<file path="src/rtl/function_engine_pkg.sv">
// function_engine_pkg: shared enums for the function engine.
//   mode_t  - request kind: factorial, quadratic, inverse quadratic, reserved
//   state_t - handshake FSM states
package function_engine_pkg;
    typedef enum logic [1:0] {FACT, QUAD, INVQ, RSVD} mode_t;
    typedef enum logic [1:0] {IDLE, CALC, DONE} state_t;
endpackage

</file>
<file path="src/rtl/func_quadratic.sv">
// func_quadratic: combinational y = A*x^2 + B*x + C, 32-bit signed, truncated to W_Y.
//   x - signed argument (W_X bits)
//   y - signed value (W_Y bits)
module func_quadratic #(
    parameter int W_X = 4,
    parameter int W_Y = 8,
    parameter int A = 1,
    parameter int B = 10,
    parameter int C = -10
) (
    input  logic signed [W_X-1:0] x,
    output logic signed [W_Y-1:0] y
);
    logic signed [31:0] xe;
    assign xe = 32'(x);
    assign y = W_Y'(A * xe * xe + B * xe + C);
endmodule

</file>
<file path="src/rtl/function_engine.sv">
// function_engine: handshaked factorial / quadratic / inverse-quadratic engine.
//   clk, rst            - clock, synchronous active-high reset
//   in_valid, in_ready  - request handshake; mode and operand latched on accept
//   mode, operand       - request kind and argument (low W_X bits) or target y
//   out_valid, out_ready- result handshake; result and err held until taken
//   result, err         - signed result; err flags the reserved mode
module function_engine
    import function_engine_pkg::*;
#(
    parameter int W_X = 4,
    parameter int W_Y = 8,
    parameter int A = 1,
    parameter int B = 10,
    parameter int C = -10
) (
    input  logic           clk,
    input  logic           rst,
    input  logic           in_valid,
    output logic           in_ready,
    input  logic [1:0]     mode,
    input  logic [W_Y-1:0] operand,
    output logic           out_valid,
    input  logic           out_ready,
    output logic [W_Y-1:0] result,
    output logic           err
);
    state_t               state;
    mode_t                md;
    logic [W_Y-1:0]       op;
    logic [W_Y-1:0]       acc;
    // factorial countdown, or sweep index ux for the inverse search
    logic [W_X-1:0]       cnt;
    logic [W_Y+1:0]       min_err;
    logic signed [W_X-1:0] qx;
    logic signed [W_Y-1:0] qy;
    logic [W_Y+1:0]       diff;
    logic [W_Y+1:0]       err_abs;

    assign in_ready  = (state == IDLE);
    assign out_valid = (state == DONE);

    assign qx = (md == INVQ) ? cnt : op[W_X-1:0];

    func_quadratic #(.W_X(W_X), .W_Y(W_Y), .A(A), .B(B), .C(C)) u_quad (
        .x(qx),
        .y(qy)
    );

    // two guard bits so |y - quad(x)| never wraps
    assign diff    = {{2{op[W_Y-1]}}, op} - {{2{qy[W_Y-1]}}, qy};
    assign err_abs = diff[W_Y+1] ? -diff : diff;

    always_ff @(posedge clk) begin
        if (rst) begin
            state   <= IDLE;
            md      <= FACT;
            op      <= '0;
            acc     <= '0;
            cnt     <= '0;
            min_err <= '0;
            result  <= '0;
            err     <= 1'b0;
        end else begin
            case (state)
                IDLE: if (in_valid) begin
                    md      <= mode_t'(mode);
                    op      <= operand;
                    acc     <= W_Y'(1);
                    cnt     <= (mode_t'(mode) == INVQ) ? '0 : operand[W_X-1:0];
                    min_err <= (W_Y+2)'(1) << W_Y;
                    result  <= '0;
                    err     <= 1'b0;
                    state   <= CALC;
                end
                CALC: case (md)
                    FACT: if (cnt == '0) begin
                        result <= acc;
                        state  <= DONE;
                    end else begin
                        acc <= acc * W_Y'(cnt);
                        cnt <= cnt - 1'b1;
                    end
                    QUAD: begin
                        result <= qy;
                        state  <= DONE;
                    end
                    INVQ: begin
                        // strict compare keeps the first minimum in sweep order
                        if (err_abs < min_err) begin
                            min_err <= err_abs;
                            result  <= {{(W_Y-W_X){qx[W_X-1]}}, qx};
                        end
                        cnt <= cnt + 1'b1;
                        if (&cnt) state <= DONE;
                    end
                    RSVD: begin
                        result <= '0;
                        err    <= 1'b1;
                        state  <= DONE;
                    end
                endcase
                DONE: if (out_ready) state <= IDLE;
                default: state <= IDLE;
            endcase
        end
    end
endmodule

</file>
<file path="config.mk">
export PLATFORM = sky130hd
export DESIGN_NAME = function_engine
export DESIGN_NICKNAME = d
export VERILOG_FILES = /design/src/rtl/function_engine_pkg.sv /design/src/rtl/func_quadratic.sv /design/src/rtl/function_engine.sv
export SDC_FILE = /design/constraint.sdc
export NUM_CORES = 1
export LEC_CHECK = 0
export BUFFER_PORTS_ARGS = -buffer_cell sky130_fd_sc_hd__buf_2
export CORE_ASPECT_RATIO = 0.9
export CORE_MARGIN = 1.5
export CORE_UTILIZATION = 55
export CTS_CLUSTER_SIZE = 25
export DETAILED_ROUTE_END_ITERATION = 12
export PLACE_DENSITY = 0.76
export SLEW_MARGIN = 20
export SYNTH_ARGS = -nofsm -noshare
export SYNTH_HDL_FRONTEND = slang
export SYNTH_SLANG_ARGS = --single-unit
</file>
<file path="constraint.sdc">
create_clock -name clk -period 7.3 [get_ports clk]
set_clock_uncertainty 0.2 [all_clocks]
set_input_delay 0.73 -clock clk [delete_from_list [all_inputs] [get_ports clk]]
set_output_delay 0.73 -clock clk [all_outputs]
set_load 0.01 [all_outputs]
</file>
==> out/qor.txt <==
Placed standard-cell area: 4343 µm²
Number of nets produced by synthesis: 568
Signed area change from the synthesized netlist to the final layout: 18.22%
Post-synthesis area per instance: 7.974 µm²
Detail Route Antenna Nets: 0
Static leakage: 2.119 nW
Pin count of the biggest net entering global routing: 43
Fill cells: 548
Share of the cycle needed by the critical path after routing: 1.013
Worst-skew pair later-pin latency: 310 ps
Vias per cell: 5.617
Data arrival time of the worst path: 7430 ps
Status: finished with violations
Std-Cell Rows: 28
First-pass iteration count of the detailed router: 5
TritonCTS clock tree: built
Worst Setup Slack, final: -92.85 ps
Area of the multi-input gates: 2912 µm²
Global-route wire length before repair: 15950 µm
Maximum single-stage delay on the critical path: 490 ps
Transition at the pin with the smallest max-transition slack: 991.2 ps
Combined flip-flop and latch cell area: 865.8 µm²
Minimum period implied by the final worst setup slack: 7393 ps
Number of buffers created by CTS: 5
Final cell utilization of the core: 0.6868
HPWL reported at the end of detailed placement: 7100 µm
Endpoint required time on the critical path: 7340 ps
Crit Path Max Fanout: 7
Master cell of the clock root buffer: clkbuf_8
Predominant post-synthesis flop cell: dfxtp_1
Synth unique cells: 48
Max-cap check violation count: 0
Area of the placeable core: 6726 µm²
Layout Cell Area excl Fill: 4619 µm²
Number of global-route vias before repair: 3405
Critical setup path kind: flop to flop
Number of warnings printed during yosys synthesis: 0
Fin. Hold Viols: 0
Cell type with the largest total area after synthesis: dfxtp_1
Routability-driven placement congestion ratio: 0.8513
Vias: 3550
Clk buf depth: 2
1st-iter DRT viols: 345
Net count, final: 619
Max-Slew Margin vs Limit: 0.3335
Width of the die: 91.85 µm
Initial Utilization: 0.5809
Global-route congestion overflow total: 0
Antenna violations before repair: 0
Clock-pin slew on the worst setup and hold paths: 90 ps
Fraction of the yosys area taken by sequential cells: 0.2203
Routed wire length per instance: 15.15 µm
HP Class: flop to flop
Ratio of cells with drive above 1 in the final layout: 0.2030
Number of sinks on the clock net: 43
Failing checks: setup timing
H-tree levels: 2
Dominant cells by area after synthesis: dfxtp_1 22%, ha_1 14%, fa_1 9.7%
Unrepaired setup endpoints after global routing: yes
Area share of the largest cell type after synthesis: 0.2203
Ports placed on the boundary: 25
Maximum frequency from static timing analysis: 135.3 MHz
Full die area: 7619 µm²
Largest voltage drop on the vdd net: 0.2061 mV
Critical Path Start Type: flop
Endpoint kind of the worst setup timing path: flop
Overall track demand over capacity in global routing: 0.2586
Flops & latches, synth: 43
Setup-violating endpoint count in the final report: 9
Count of port buffers added during placement: 24
Height of the chip: 82.96 µm
Total wirelength of the detailed-routed design: 9573 µm
Worst setup timing slack at the placement stage: -156.5 ps
Synthesized area: 3907 µm²
EDFF count, synth: 0
Synthesized instance count: 490
Number of hold-repair buffers added at the cts stage: 0
Critical Path Slowest Stage Cell: fa_1
Cell Pwr Density: 328.8 nW/µm²
Max-slew violation count: 0
Drt drc: 0
Ys async rst share: 0
Antenna fix cells: 0
==> flip-flops by register name, indices dropped and copies added, names as in the netlist <==
signal   flops
acc          8
cnt          4
err          1
md           2
min_err     10
op           8
result       8
state        2
==> final timing paths <==
check / slack, ps / startpoint / depth (start not counted) / end
worst max register to register: -90 / md[1]$_SDFFE_PP0P_ / 31 / result[7]$_SDFFE_PP0P_
worst max-delay path: -90 / md[1]$_SDFFE_PP0P_ / 31 / result[7]$_SDFFE_PP0P_
worst min-delay path: 260 / min_err[0]$_SDFFE_PP0P_ / 2 / min_err[0]$_SDFFE_PP0P_
worst min register to register: 260 / min_err[0]$_SDFFE_PP0P_ / 2 / min_err[0]$_SDFFE_PP0P_
==> area by class of cell <==
type,instances,area share
clock buffer,6,0.01571
clock inverter,2,0.002438
inverter,52,0.04225
multi-input combinational,374,0.6303
sequential,43,0.1874
tap,90,0.02438
timing repair buffer,65,0.09751
==> placed cells by master (no fill, tap or decap), types with 5 or more instances in the layout <==
cell type  netlist  routed
a21oi_1         51      47
nand2b_1        10      10
or3_1            5       5
nor2_1          38      36
and2_1          13      13
clkbuf_8         0       5
a21o_1          10      10
buf_2            0      24
nand3_1          7       7
ha_1            45      42
mux2i_1         12      11
nand2_1         62      61
xnor2_1         25      23
a21oi_2          1       5
inv_1           52      47
inv_2            0       5
xor2_1           8       7
a22oi_2          0       5
fa_1            19      19
dfxtp_1         43      41
o21ai_0          5       5
buf_6            1       6
buf_4            0      35
==> worst max-delay path: cells and delay by family (launching register included) <==
kind	cells	cell delay (ps)
fa+ha+maj	9	2910
compound gates	10	2100
simple gates	4	810
xor+xnor	3	480
flops	1	350
mux	1	270
buf+inv	4	200
==> report_power, final <==
part / leakage, nW / internal (W) / switching, W / total (W)
combinational: 1.72 / 0.000522 / 0.000577 / 0.00110
sequential: 0.351 / 0.000248 / 0.0000106 / 0.000259
clock: 0.0455 / 0.0000674 / 0.0000929 / 0.000160
==> cell usage after synthesis (2+ instances only) <==
library cell and n:
nor2b_1 5, nor3_1 3, o2111ai_1 3, xor2_1 8, and3_1 5, and2_1 13
nand2_1 62, a221o_1 2, o21a_1 3, a211oi_1 4, mux2i_1 12, nor2_1 38
a21o_1 10, or3_1 5, or2_2 3, buf_1 2, nand2b_1 10, o31ai_1 3
clkbuf_1 18, a31oi_1 4, a21oi_1 51, nand3_1 7, a211o_1 2, inv_1 52
o22a_1 2, a22oi_1 9, xnor2_1 25, o21ai_0 5, ha_1 45, dfxtp_1 43
fa_1 19
==> cell families after synthesis <==
logic type               Yosys count  share of synthesized area
multiplexers                      12                    0.03074
flip-flops                        43                     0.2203
XOR/XNOR                          33                    0.07397
other                              1                  0.0009597
AND/OR/NAND/NOR                  157                     0.1867
adder cells (fa/ha/maj)           64                     0.2414
buffers and inverters             73                    0.07205
AO/OA/AOI/OAI                    107                     0.1739
==> timing repair <==
item                       4_1_cts  5_1_grt
gates resized for setup          2       23
pin swaps                       12       10
buffers inserted                 5        8
hold endpoints to repair         0        0
setup endpoints to repair        9       18
cloned                           0        0
==> layer usage <==
layer / global-route usage / vias to the layer above / routed length [µm]
li1: - / 1735 / -
met1: 0.3649 / 1682 / 4363
met2: 0.4074 / 117 / 4408
met3: 0.03938 / 16 / 619
met4: 0.07413 / 0 / 182
met5: 0 / - / 0
==> per-stage QoR <==
step | std cells | setup TNS (ps) | hold WS, ps | total power, W
2_1_floorplan | 490 | -90.61 | 231.9 | 0.0009634
3_3_place_gp | 611 | -29.28 | 240.8 | 0.001186
3_5_place_dp | 611 | -1072 | 248.5 | 0.001220
4_1_cts | 624 | -42.58 | 258.7 | 0.001448
5_1_grt | 632 | -6773 | 281.1 | 0.001650
6_report | 632 | -323.2 | 261.4 | 0.001519
Power figures use the tool's default switching activity.
